$ cat src/rtl/line_cmd_queue_if.sv
// Bus and LDA-side signals of the line command queue.
interface line_cmd_queue_if #(
   parameter int XW = 9,
   parameter int YW = 8,
   parameter int CW = 3
) ();
   logic          chipselect;
   logic [2:0]    address;
   logic          read;
   logic          write;
   logic [31:0]   writedata;
   logic [31:0]   readdata;
   logic          waitrequest;
   logic          lda_go;
   logic          lda_done;
   logic [XW-1:0] lda_x0;
   logic [XW-1:0] lda_x1;
   logic [YW-1:0] lda_y0;
   logic [YW-1:0] lda_y1;
   logic [CW-1:0] lda_color;
   logic          irq;

   modport slave (
      input  chipselect, address, read, write, writedata, lda_done,
      output readdata, waitrequest, lda_go, lda_x0, lda_x1, lda_y0, lda_y1,
             lda_color, irq
   );

   modport master (
      output chipselect, address, read, write, writedata, lda_done,
      input  readdata, waitrequest, lda_go, lda_x0, lda_x1, lda_y0, lda_y1,
             lda_color, irq
   );
endinterface

$ cat src/rtl/line_cmd_queue.sv
// Avalon-MM slave that stages line commands, queues them in a FIFO and
// dispatches them one at a time to the LDA datapath.
//
// state   | meaning
// S_IDLE  | no line in flight; pops the FIFO head when one is present
// S_ISSUE | lda_go pulse cycle for the line just popped
// S_BUSY  | waiting for lda_done
module line_cmd_queue #(
   parameter int XW    = 9,
   parameter int YW    = 8,
   parameter int CW    = 3,
   parameter int DEPTH = 4
) (
   input logic             CLOCK_50,
   input logic             Reset,
   line_cmd_queue_if.slave bus
);
   localparam int PW   = XW + YW;
   localparam int AW   = $clog2(DEPTH);
   localparam int CNTW = $clog2(DEPTH) + 1;

   typedef enum logic [1:0] {
      S_IDLE  = 2'd0,
      S_ISSUE = 2'd1,
      S_BUSY  = 2'd2
   } state_t;

   state_t state, state_nxt;

   logic [1:0]      mode_r;
   logic [PW-1:0]   start_r, end_r;
   logic [CW-1:0]   color_r;
   logic            done_pend, ovf;
   logic [CNTW-1:0] count;
   logic [AW-1:0]   wr_ptr, rd_ptr;
   logic [PW-1:0]   mem_start [DEPTH];
   logic [PW-1:0]   mem_end   [DEPTH];
   logic [CW-1:0]   mem_color [DEPTH];
   logic [XW-1:0]   x0_r, x1_r;
   logic [YW-1:0]   y0_r, y1_r;
   logic [CW-1:0]   color_out_r;
   logic            go_pulse, pop;
   logic            wr_cs, rd_cs, go_wr, st_wr;
   logic            fifo_full, fifo_empty, push, stall, drop, done_set, idle;
   logic [31:0]     rdata;
   logic            unused_wdata;

   assign wr_cs      = bus.chipselect & bus.write;
   assign rd_cs      = bus.chipselect & bus.read;
   assign go_wr      = wr_cs && (bus.address == 3'd2);
   assign st_wr      = wr_cs && (bus.address == 3'd1);
   assign fifo_full  = (count == CNTW'(DEPTH));
   assign fifo_empty = (count == '0);
   // A pop in the same cycle frees the slot a full-FIFO push needs.
   assign push       = go_wr && (!fifo_full || pop);
   assign stall      = go_wr && fifo_full && !pop && !mode_r[0];
   assign drop       = go_wr && fifo_full && !pop &&  mode_r[0];
   assign done_set   = (state == S_BUSY) && bus.lda_done && fifo_empty;
   assign idle       = fifo_empty && (state == S_IDLE);
   assign unused_wdata = ^bus.writedata;

   // Software-visible configuration and staging registers.
   always_ff @(posedge CLOCK_50 or posedge Reset) begin
      if (Reset) begin
         mode_r  <= '0;
         start_r <= '0;
         end_r   <= '0;
         color_r <= '0;
      end else if (wr_cs) begin
         case (bus.address)
            3'd0:    mode_r  <= bus.writedata[1:0];
            3'd3:    start_r <= bus.writedata[PW-1:0];
            3'd4:    end_r   <= bus.writedata[PW-1:0];
            3'd5:    color_r <= bus.writedata[CW-1:0];
            default: ;
         endcase
      end
   end

   // Sticky status bits; a set in the same cycle as a W1C wins.
   always_ff @(posedge CLOCK_50 or posedge Reset) begin
      if (Reset) begin
         done_pend <= 1'b0;
         ovf       <= 1'b0;
      end else begin
         done_pend <= done_set | (done_pend & ~(st_wr & bus.writedata[2]));
         ovf       <= drop     | (ovf       & ~(st_wr & bus.writedata[3]));
      end
   end

   // FIFO pointers and occupancy; pointers wrap naturally at DEPTH.
   always_ff @(posedge CLOCK_50 or posedge Reset) begin
      if (Reset) begin
         wr_ptr <= '0;
         rd_ptr <= '0;
         count  <= '0;
      end else begin
         if (push) wr_ptr <= wr_ptr + 1'b1;
         if (pop)  rd_ptr <= rd_ptr + 1'b1;
         case ({push, pop})
            2'b10:   count <= count + 1'b1;
            2'b01:   count <= count - 1'b1;
            default: ;
         endcase
      end
   end

   // FIFO storage: each entry is a snapshot of the staging registers.
   always_ff @(posedge CLOCK_50) begin
      if (push) begin
         mem_start[wr_ptr] <= start_r;
         mem_end[wr_ptr]   <= end_r;
         mem_color[wr_ptr] <= color_r;
      end
   end

   // LDA operand registers, held from one pop to the next.
   always_ff @(posedge CLOCK_50 or posedge Reset) begin
      if (Reset) begin
         x0_r        <= '0;
         y0_r        <= '0;
         x1_r        <= '0;
         y1_r        <= '0;
         color_out_r <= '0;
      end else if (pop) begin
         x0_r        <= mem_start[rd_ptr][XW-1:0];
         y0_r        <= mem_start[rd_ptr][PW-1:XW];
         x1_r        <= mem_end[rd_ptr][XW-1:0];
         y1_r        <= mem_end[rd_ptr][PW-1:XW];
         color_out_r <= mem_color[rd_ptr];
      end
   end

   // Dispatcher state register.
   always_ff @(posedge CLOCK_50 or posedge Reset) begin
      if (Reset) state <= S_IDLE;
      else       state <= state_nxt;
   end

   // Dispatcher next state.
   always_comb begin
      state_nxt = state;
      case (state)
         S_IDLE:  if (!fifo_empty) state_nxt = S_ISSUE;
         S_ISSUE: state_nxt = S_BUSY;
         S_BUSY:  if (bus.lda_done) state_nxt = S_IDLE;
         default: state_nxt = S_IDLE;
      endcase
   end

   // Dispatcher outputs.
   always_comb begin
      go_pulse = (state == S_ISSUE);
      pop      = (state == S_IDLE) && !fifo_empty;
   end

   // Combinational read mux.
   always_comb begin
      rdata = '0;
      if (rd_cs) begin
         case (bus.address)
            3'd0: rdata[1:0] = mode_r;
            3'd1: begin
               rdata[0]          = idle;
               rdata[1]          = fifo_full;
               rdata[2]          = done_pend;
               rdata[3]          = ovf;
               rdata[8 +: CNTW]  = count;
            end
            3'd3:    rdata[PW-1:0] = start_r;
            3'd4:    rdata[PW-1:0] = end_r;
            3'd5:    rdata[CW-1:0] = color_r;
            default: rdata = '0;
         endcase
      end
   end

   assign bus.readdata    = rdata;
   assign bus.waitrequest = stall;
   assign bus.lda_go      = go_pulse;
   assign bus.lda_x0      = x0_r;
   assign bus.lda_y0      = y0_r;
   assign bus.lda_x1      = x1_r;
   assign bus.lda_y1      = y1_r;
   assign bus.lda_color   = color_out_r;
   assign bus.irq         = done_pend & mode_r[1];
endmodule

$ cat src/flat_wrapper.sv
// flat-port wrapper written by rule: the top's interface ports become plain ports
module line_cmd_queue_flat 
#(
   parameter int XW    = 9,
   parameter int YW    = 8,
   parameter int CW    = 3,
   parameter int DEPTH = 4
)
  (CLOCK_50, Reset, bus_chipselect, bus_address, bus_read, bus_write, bus_writedata, bus_lda_done, bus_readdata, bus_waitrequest, bus_lda_go, bus_lda_x0, bus_lda_x1, bus_lda_y0, bus_lda_y1, bus_lda_color, bus_irq);
  line_cmd_queue_if #(.XW(XW), .YW(YW), .CW(CW)) bus_i ();
  input logic CLOCK_50;
  input logic Reset;
  input wire logic [$bits(bus_i.chipselect)-1:0] bus_chipselect;
  input wire logic [$bits(bus_i.address)-1:0] bus_address;
  input wire logic [$bits(bus_i.read)-1:0] bus_read;
  input wire logic [$bits(bus_i.write)-1:0] bus_write;
  input wire logic [$bits(bus_i.writedata)-1:0] bus_writedata;
  input wire logic [$bits(bus_i.lda_done)-1:0] bus_lda_done;
  output wire logic [$bits(bus_i.readdata)-1:0] bus_readdata;
  output wire logic [$bits(bus_i.waitrequest)-1:0] bus_waitrequest;
  output wire logic [$bits(bus_i.lda_go)-1:0] bus_lda_go;
  output wire logic [$bits(bus_i.lda_x0)-1:0] bus_lda_x0;
  output wire logic [$bits(bus_i.lda_x1)-1:0] bus_lda_x1;
  output wire logic [$bits(bus_i.lda_y0)-1:0] bus_lda_y0;
  output wire logic [$bits(bus_i.lda_y1)-1:0] bus_lda_y1;
  output wire logic [$bits(bus_i.lda_color)-1:0] bus_lda_color;
  output wire logic [$bits(bus_i.irq)-1:0] bus_irq;
  assign bus_i.chipselect = bus_chipselect;
  assign bus_i.address = bus_address;
  assign bus_i.read = bus_read;
  assign bus_i.write = bus_write;
  assign bus_i.writedata = bus_writedata;
  assign bus_i.lda_done = bus_lda_done;
  assign bus_readdata = bus_i.readdata;
  assign bus_waitrequest = bus_i.waitrequest;
  assign bus_lda_go = bus_i.lda_go;
  assign bus_lda_x0 = bus_i.lda_x0;
  assign bus_lda_x1 = bus_i.lda_x1;
  assign bus_lda_y0 = bus_i.lda_y0;
  assign bus_lda_y1 = bus_i.lda_y1;
  assign bus_lda_color = bus_i.lda_color;
  assign bus_irq = bus_i.irq;
  line_cmd_queue #(.XW(XW), .YW(YW), .CW(CW), .DEPTH(DEPTH)) u_core (.CLOCK_50(CLOCK_50), .Reset(Reset), .bus(bus_i));
endmodule
$ cat config.mk
export PLATFORM = sky130hd
export DESIGN_NAME = line_cmd_queue_flat
export DESIGN_NICKNAME = d
export VERILOG_FILES = /design/src/rtl/line_cmd_queue_if.sv /design/src/rtl/line_cmd_queue.sv /design/src/flat_wrapper.sv
export SDC_FILE = /design/constraint.sdc
export NUM_CORES = 1
export LEC_CHECK = 0
export CORE_MARGIN = 1
export CORE_UTILIZATION = 30
export DETAILED_ROUTE_END_ITERATION = 7
export HOLD_SLACK_MARGIN = 0.02
export PLACE_DENSITY_LB_ADDON = 0.1
export SKIP_CTS_REPAIR_TIMING = 1
export SLEW_MARGIN = 15
export SYNTH_ARGS = -nofsm -noshare
export SYNTH_HDL_FRONTEND = slang
export SYNTH_SLANG_ARGS = --single-unit
$ cat constraint.sdc
create_clock -name CLOCK_50 -period 8.1 [get_ports CLOCK_50]
set_input_delay 2.43 -clock CLOCK_50 [delete_from_list [all_inputs] [get_ports CLOCK_50]]
set_output_delay 2.43 -clock CLOCK_50 [all_outputs]
set_load 0.02 [all_outputs]
---- Word-level counts from Yosys, hierarchy flattened ----
Memory sizes are Yosys's and may differ from the RTL's. A register that Yosys moved wholly into a read port is not among the register bits.
Index checks and enable logic that the tools add are counted.
word-level totals
  memories ................................ 3
  word-level logic and storage cells ...... 78
  bits in writable memories ............... 148
  bits of input ports ..................... 41
  output and inout port bits .............. 72
  bits in registers ....................... 50
cells by class
  bitwise operators ....................... 11
  reduce and logical (&&, ||, !) cells .... 25
  multiplexer cells ....................... 13
  equality and inequality tests ........... 12
  add/sub/neg operators ................... 4
memories
  name              words  width  read ports  clocked after Yosys merged registers in  wr ports  line                  text
  u_core.mem_end    4      17     1           1                                        1         line_cmd_queue.sv:37  logic [PW-1:0] mem_end [DEPTH];
  u_core.mem_start  4      17     1           1                                        1         line_cmd_queue.sv:36  logic [PW-1:0] mem_start [DEPTH];
  u_core.mem_color  4      3      1           1                                        1         line_cmd_queue.sv:38  logic [CW-1:0] mem_color [DEPTH];
operators by type and width
  kind                                                                   number
  17-bit two-way mux                                                     1
  6-bit case mux with 2 select lines                                     1
  1-bit logical AND                                                      11
  2-bit case mux with 5 select lines                                     1
  2-bit AND reduction                                                    5
  3-bit equality test, second input constant                             3
  3-bit case mux with 3 select lines                                     1
  4-bit case mux with 2 select lines                                     1
  1-bit AND                                                              7
  3-bit by 2-bit equality test with 1-bit output, second input constant  2
  3-bit logical NOT                                                      2
  2-bit case mux with 3 select lines                                     1
  3-bit case mux with 2 select lines                                     1
  2-bit by 1-bit adder with 2-bit output, second input constant          2
  2-bit by 1-bit equality test with 1-bit output, second input constant  2
  2-bit equality test, second input constant                             2
  1-bit logical NOT                                                      4
  2-bit two-way mux                                                      2
  2-bit != test, second input constant                                   2
  1-bit case mux with 4 select lines                                     1
  3-bit by 1-bit adder with 3-bit output, second input constant          1
  3-bit by 1-bit equality test with 1-bit output, second input constant  1
  1-bit case mux with 3 select lines                                     1
  3-bit by 1-bit subtractor with 3-bit output, second input constant     1
  6 further kinds                                                        9

---- Logic depth before layout (Yosys ltp) ----
Gate-level depths: netlist (run 1).
  depth after elaboration ................. 7
  gate-level depth with buffers ........... 10
  mapped depth without buffers ............ 9

---- Least setup slack after synthesis (run 1) ----
No wires, ideal clock.
  path kind ............................... input-to-output
  start point ............................. input port bus_address[1]
  end point ............................... output port bus_readdata[0]
  path slack .............................. 1975 ps
  stages .................................. 4
  arrival time ............................ 3695 ps
  buffers on the path ..................... 1
  required time ........................... 5670 ps
  path through ............................ buf_2 > or3b_1 > a21o_1 > a221oi_1
between the ends
  cells in the longest elaborated chain, start to end .. 3
  elaborated cells between the ends (all ways) .. 7
  classes of those cells .................. 4 x eq/ne; 2 x mux; 1 x reduce/logical
RTL lines
  what                                               line                   text
  from (decl)                                        flat_wrapper.sv:14     input wire logic [$bits(bus_i.address)-1:0] bus_address;
  3-bit equality test, or another cell as far along  line_cmd_queue.sv:161  case (bus.address)
  2-bit case mux with 5 select lines *               line_cmd_queue.sv:161
  17-bit two-way mux *                               line_cmd_queue.sv:160  if (rd_cs) begin
  to (decl)                                          flat_wrapper.sv:19     output wire logic [$bits(bus_i.readdata)-1:0] bus_readdata;
Every way passes the cells marked *; elsewhere a longest branch is shown, timed or not.

---- Final worst setup path (run 1) ----
  start point ............................. input port bus_address[0]
  end point ............................... output port bus_readdata[0]
The elaborated chain is that of the path after synthesis.

==> metrics, run 1 <==
status=completed; initial core utilization=30.5%; WP buf/inv=2; Worst Path Arrival=4860 ps; dpl cell area=10600 um^2; GRT busiest layer=met2; Post-Syn Area=9360 um^2; pwr/cell area=350 nW/um^2; Nets=648; final setup skew=7.19 ps; post-synthesis area per instance=18.8 um^2; Fin Hold WS=501 ps; design area=11500 um^2; CP max stage delay=750 ps; die area=31900 um^2; GRT Overall Usage=13.5%; Crit path required time=5670 ps; Top FF cell, synth=edfxtp_1; Synth Register Bits=235; # fillers=2854; via count=4734; Avg WL per Cell=20.4 um; Vias/cell=4.65; RSZ-0062 raised after global routing=false; Worst R2R End=u_core.mem_start[3][14]$_DFFE_PP_; Worst Reg-to-Reg Cells=4; maximum vdd drop=0.173 mV; Clock Sinks=235; cell mode on critical path=clkdlybuf4s50_1; reg2reg setup slack=5640 ps; Critical Path Start Type=primary input; most frequent cells in the layout=edfxtp_1 (148), dfrtp_1 (86), mux2_2 (84), clkdlybuf4s50_1 (82), mux4_2 (37); H-tree lvl count=1; CTS buffer count=27; worst setup path class=in2out; worst r2r src=u_core.state[1]$_DFFE_PP0P_; total of max-cap violations=0; P&R area growth vs syn=23.0%; Final setup viols=0; final hold violation count=0; Clock Pin Slew Worst Setup and Hold Paths=50 ps; most common cell after layout, fill and taps aside=edfxtp_1; CTS max path bufs=3; GP Congestion=0.759; vias in the first global route=5050; GRT Residual Overflow=0; critical path startpoint=bus_address[0]; area of the multi-input gates=2530 um^2; drt pass-1 iters=4; CP Capture Type=output port; Final Power=4030 uW; YS warnings=0; FMAX=0.137 GHz; setup TNS=0 ps; Slew Viols, Final=0; layout cell share with drive strength beyond 1=30.6%; post-route minimum period=7290 ps; cell taking the most area after synthesis=edfxtp_1; Post-route DRC=0; Die H=179 um; CP max FO=12; Reg area=6620 um^2; critical path depth=5; final core utilization=37.5%; period utilisation layout=90.0%; antenna cells=0; ANT nets after route=0; EDFF count, synth=148; Buffers on Ports=82; CTS tree=built; worst setup path endpoint=bus_readdata[0]; Syn Inst Count=498; family with the most delay on the worst path=buffers and inverters; Slowest-stage cell, CP=clkdlybuf4s50_1; met3 Usage GRT=2.42%; met1 GRT Util=18.1%; Slew headroom=49.4%; CP cell instances=clkdlybuf4s50_1 > nor2b_1 > a32oi_1 > a221oi_1 > clkdlybuf4s50_1; Synth area leaders=edfxtp_1 (47%), dfrtp_1 (23%), mux2_2 (10%), mux4_2 (8.9%), buf_4 (1.4%); Final HPWL DP=12.7 mm; Lkg Pwr=0.00410 uW; worst skew pair latency=510 ps; sequential share of the synthesized area=70.7%; global-route track usage on met2=22.8%; Hold/Removal Path Class=reg2reg; initial antenna violation count=0; # rows=64; largest net degree at the start of global routing=55; library cells used by synthesis=44; Ports=113; Post-synth ARST share=37.0%; DRT iter0 DRCs=221; Placeable Area=30700 um^2; first-pass GRT wire length=31.5 mm; final wirelength=20.8 mm; area share of the largest cell type after synthesis=47.5%; CTS root buf=clkbuf_16; Die Span X=179 um; worst-margin pin slew=759 ps
cell families (layout without fill, tap and decap cells):
logic type / after synthesis / after routing / share of synthesized area, %
buf+inv: 45 / 154 / 2.97
xor+xnor: 6 / 6 / 0.561
flops: 235 / 235 / 70.7
compound gates: 25 / 25 / 2.25
other cells: 1 / 15 / 0.0401
fa+ha+maj: 6 / 6 / 0.882
simple gates: 58 / 58 / 3.46
mux: 122 / 122 / 19.1
state kept, by name (all words and copies together) (netlist names):
name and flops:
u_core.mem_end 68, u_core.mem_start 68, u_core.end_r 17, u_core.start_r 17, u_core.mem_color 12, u_core.bus.lda_x0 9, u_core.bus.lda_x1 9, u_core.bus.lda_y0 8
u_core.bus.lda_y1 8, u_core.bus.lda_color 3, u_core.color_r 3, u_core.count 3, u_core.mode_r 2, u_core.rd_ptr 2, u_core.state 2, u_core.wr_ptr 2
u_core.done_pend 1, u_core.ovf 1
per-layer routing:
metal | vias up | part of all wire (%)
met5 | - | 0
li1 | 2107 | -
met3 | 28 | 4.9
met2 | 121 | 49
met4 | 0 | 1.6
met1 | 2478 | 44
worst min path at each step:
stage	endpoint	slack [ps]	start	cells after the start
after floorplan	u_core.ovf$_DFF_PP0_	460	u_core.ovf$_DFF_PP0_	1
after global placement	u_core.ovf$_DFF_PP0_	480	u_core.ovf$_DFF_PP0_	1
after detailed placement	u_core.ovf$_DFF_PP0_	490	u_core.ovf$_DFF_PP0_	1
after CTS	u_core.ovf$_DFF_PP0_	500	u_core.ovf$_DFF_PP0_	1
after global routing	u_core.bus.lda_x0[3]$_DFFE_PP0P_	520	u_core.bus.lda_x0[3]$_DFFE_PP0P_	1
final	u_core.bus.lda_y1[7]$_DFFE_PP0P_	500	u_core.bus.lda_y1[7]$_DFFE_PP0P_	1
synth_stat cells (5+ instances only):
cell type,number
mux4_2,37
edfxtp_1,148
and2_1,6
ha_1,5
buf_2,12
buf_4,17
nand3_1,5
inv_1,9
dfrtp_1,87
mux2_2,84
nor2_1,21
a22oi_1,14
metrics by stage:
step                      setup slack (ps)  std cells
after detailed placement               829        968
after global placement                 870        968
after global routing                   668       1017
after floorplan                       1970        512
final                                  812       1017
after CTS                              815       1017
layout make-up:
cell class | instances | share of cell area [%]
inverter | 9 | 0.315
multi-input combinational | 232 | 22.0
tap | 396 | 4.30
clock inverter | 14 | 1.45
sequential | 235 | 57.5
clock buffer | 35 | 6.39
timing repair buffer | 96 | 8.04
where the power goes:
part           switching, uW  leakage, uW  total, uW  internal (uW)
sequential               197      0.00238       1710           1510
combinational            494      0.00126       1100            604
clock                    463     0.000449       1230            763
(Power assumes the default switching activity.)
==> inputs of run 2 (changes only) <==
--- a/config.mk
+++ b/config.mk
@@ -5,10 +5,11 @@
 export SDC_FILE = /design/constraint.sdc
 export NUM_CORES = 1
 export LEC_CHECK = 0
-export CORE_MARGIN = 1
+export CORE_MARGIN = 3
 export CORE_UTILIZATION = 30
 export DETAILED_ROUTE_END_ITERATION = 7
 export HOLD_SLACK_MARGIN = 0.02
+export MAX_ROUTING_LAYER = met4
 export PLACE_DENSITY_LB_ADDON = 0.1
 export SKIP_CTS_REPAIR_TIMING = 1
 export SLEW_MARGIN = 15
==> run 2 against run 1 <==
Against the previous run:
- utilization rose by 0.24 points
- clock-buffer cell count fell by 6
- flip-flop and latch count did not move
- register-to-register slack got worse by 180 ps
- clock skew rose by 4.0 ps
- critical path depth did not move
- final area rose by 0.65%
- fmax rose by 0.82%
- critical path type unchanged
- final cell count barely moved
- wire length rose by 2.7%
==> metrics, run 2 (same netlist as run 1, synthesis figures left out) <==
worst setup path class=in2out; CTS root buf=clkbuf_16; Slew Viols, Final=0; initial antenna violation count=0; pwr/cell area=358 nW/um^2; # rows=64; Lkg Pwr=0.00412 uW; CP max stage delay=750 ps; # fillers=2858; final hold violation count=0; GP Congestion=0.772; CTS max path bufs=3; GRT Overall Usage=13.3%; Ports=113; Avg WL per Cell=21.0 um; non-filler cells, final=1016; first-pass GRT wire length=33.1 mm; hold-critical path depth=1; final wirelength=21.3 mm; FMAX=0.138 GHz; Die Span X=183 um; registers with the most flip-flops=u_core.mem_end: 68 flops, u_core.mem_start: 68 flops; Worst Path Arrival=4800 ps; dpl cells=967; most frequent cells in the layout=edfxtp_1 (148), dfrtp_1 (86), mux2_2 (84), clkdlybuf4s50_1 (82), mux4_2 (37); Final setup viols=0; DRT iter0 DRCs=315; Fin Hold WS=474 ps; Crit path required time=5670 ps; antenna cells=0; drt pass-1 iters=4; initial core utilization=30.5%; RSZ-0062 raised after global routing=false; Final HPWL DP=13.0 mm; period utilisation layout=89.2%; ANT nets after route=0; GRT Residual Overflow=0; CP Capture Type=output port; setup TNS=0 ps; P&R area growth vs syn=23.8%; Slowest-stage cell, CP=clkdlybuf4s50_1; post-route minimum period=7230 ps; final setup skew=11.2 ps; Nets=647; cell mode on critical path=clkdlybuf4s50_1; Post-route DRC=0; most common cell after layout, fill and taps aside=edfxtp_1; Critical Path Start Type=primary input; largest net degree at the start of global routing=62; H-tree lvl count=1; CP cell instances=clkdlybuf4s50_1 > and3b_1 > a22oi_1 > nor2_1 > clkdlybuf4s50_1; worst-margin pin slew=861 ps; die area=33400 um^2; area of the multi-input gates=2530 um^2; Clock Pin Slew Worst Setup and Hold Paths=60 ps; Clock Sinks=235; Buffers on Ports=82; CTS buffer count=27; Slew headroom=42.6%; via count=4773; Die H=183 um; Placeable Area=30700 um^2; Worst Reg-to-Reg Cells=4; CTS tree=built; status=completed; CP max FO=12; worst skew pair latency=520 ps; Vias/cell=4.70; vias in the first global route=5280; maximum vdd drop=0.147 mV; layout cell share with drive strength beyond 1=31.1%; Reg area=6620 um^2; Hold/Removal Path Class=reg2reg; total of max-cap violations=0
run 2: final timing paths:
path,from,endpoint,slack [ps]
setup / recovery,bus_address[0],bus_readdata[14],870
hold / removal,u_core.rd_ptr[1]$_DFFE_PP0P_,u_core.rd_ptr[1]$_DFFE_PP0P_,470
setup reg to reg,u_core.state[1]$_DFFE_PP0P_,u_core.mem_end[0][7]$_DFFE_PP_,5460
hold reg to reg,u_core.rd_ptr[1]$_DFFE_PP0P_,u_core.rd_ptr[1]$_DFFE_PP0P_,470
max in group asynchronous,Reset,u_core.rd_ptr[0]$_DFFE_PP0P_,4600
min in group asynchronous,Reset,u_core.bus.lda_color[2]$_DFFE_PP0P_,2250
run 2: power by group:
| group | internal [uW] | switching (uW) | total (uW) |
|---|---|---|---|
| Clock | 849 | 488 | 1340 |
| Sequential | 1510 | 162 | 1670 |
| Combinational | 605 | 537 | 1140 |
run 2: worst max-delay path: cells and delay by family:
kind | cells | cell delay (ps)
buffers and inverters | 2 | 1380
and+or+nand+nor | 2 | 800
AOI/OAI and AO/OA | 1 | 170
run 2: layer usage:
metal | GRT usage, % | wire [um]
met2 | 20.8 | 10100
met5 | - | 0
met1 | 18.1 | 9590
met4 | 3.66 | 599
met3 | 2.37 | 1040
run 2: final cells by class:
type | instances | share of cell area (%)
timing repair buffer | 95 | 7.93
inverter | 9 | 0.313
sequential | 235 | 57.2
tap | 396 | 4.28
multi-input combinational | 232 | 21.8
clock buffer | 29 | 6.07
clock inverter | 20 | 2.43
run 2: through the flow:
stage / instance area, um^2 / worst slack [ps] / power, uW / utilization (%)
floorplan: 9410 / 1970 / 2450 / -
global placement: 10600 / 834 / 2850 / 34.6
detailed placement: 10600 / 859 / 2880 / 34.6
CTS: 11600 / 856 / 4230 / 37.8
global route: 11600 / 767 / 4380 / 37.8
finish: 11600 / 871 / 4150 / 37.8
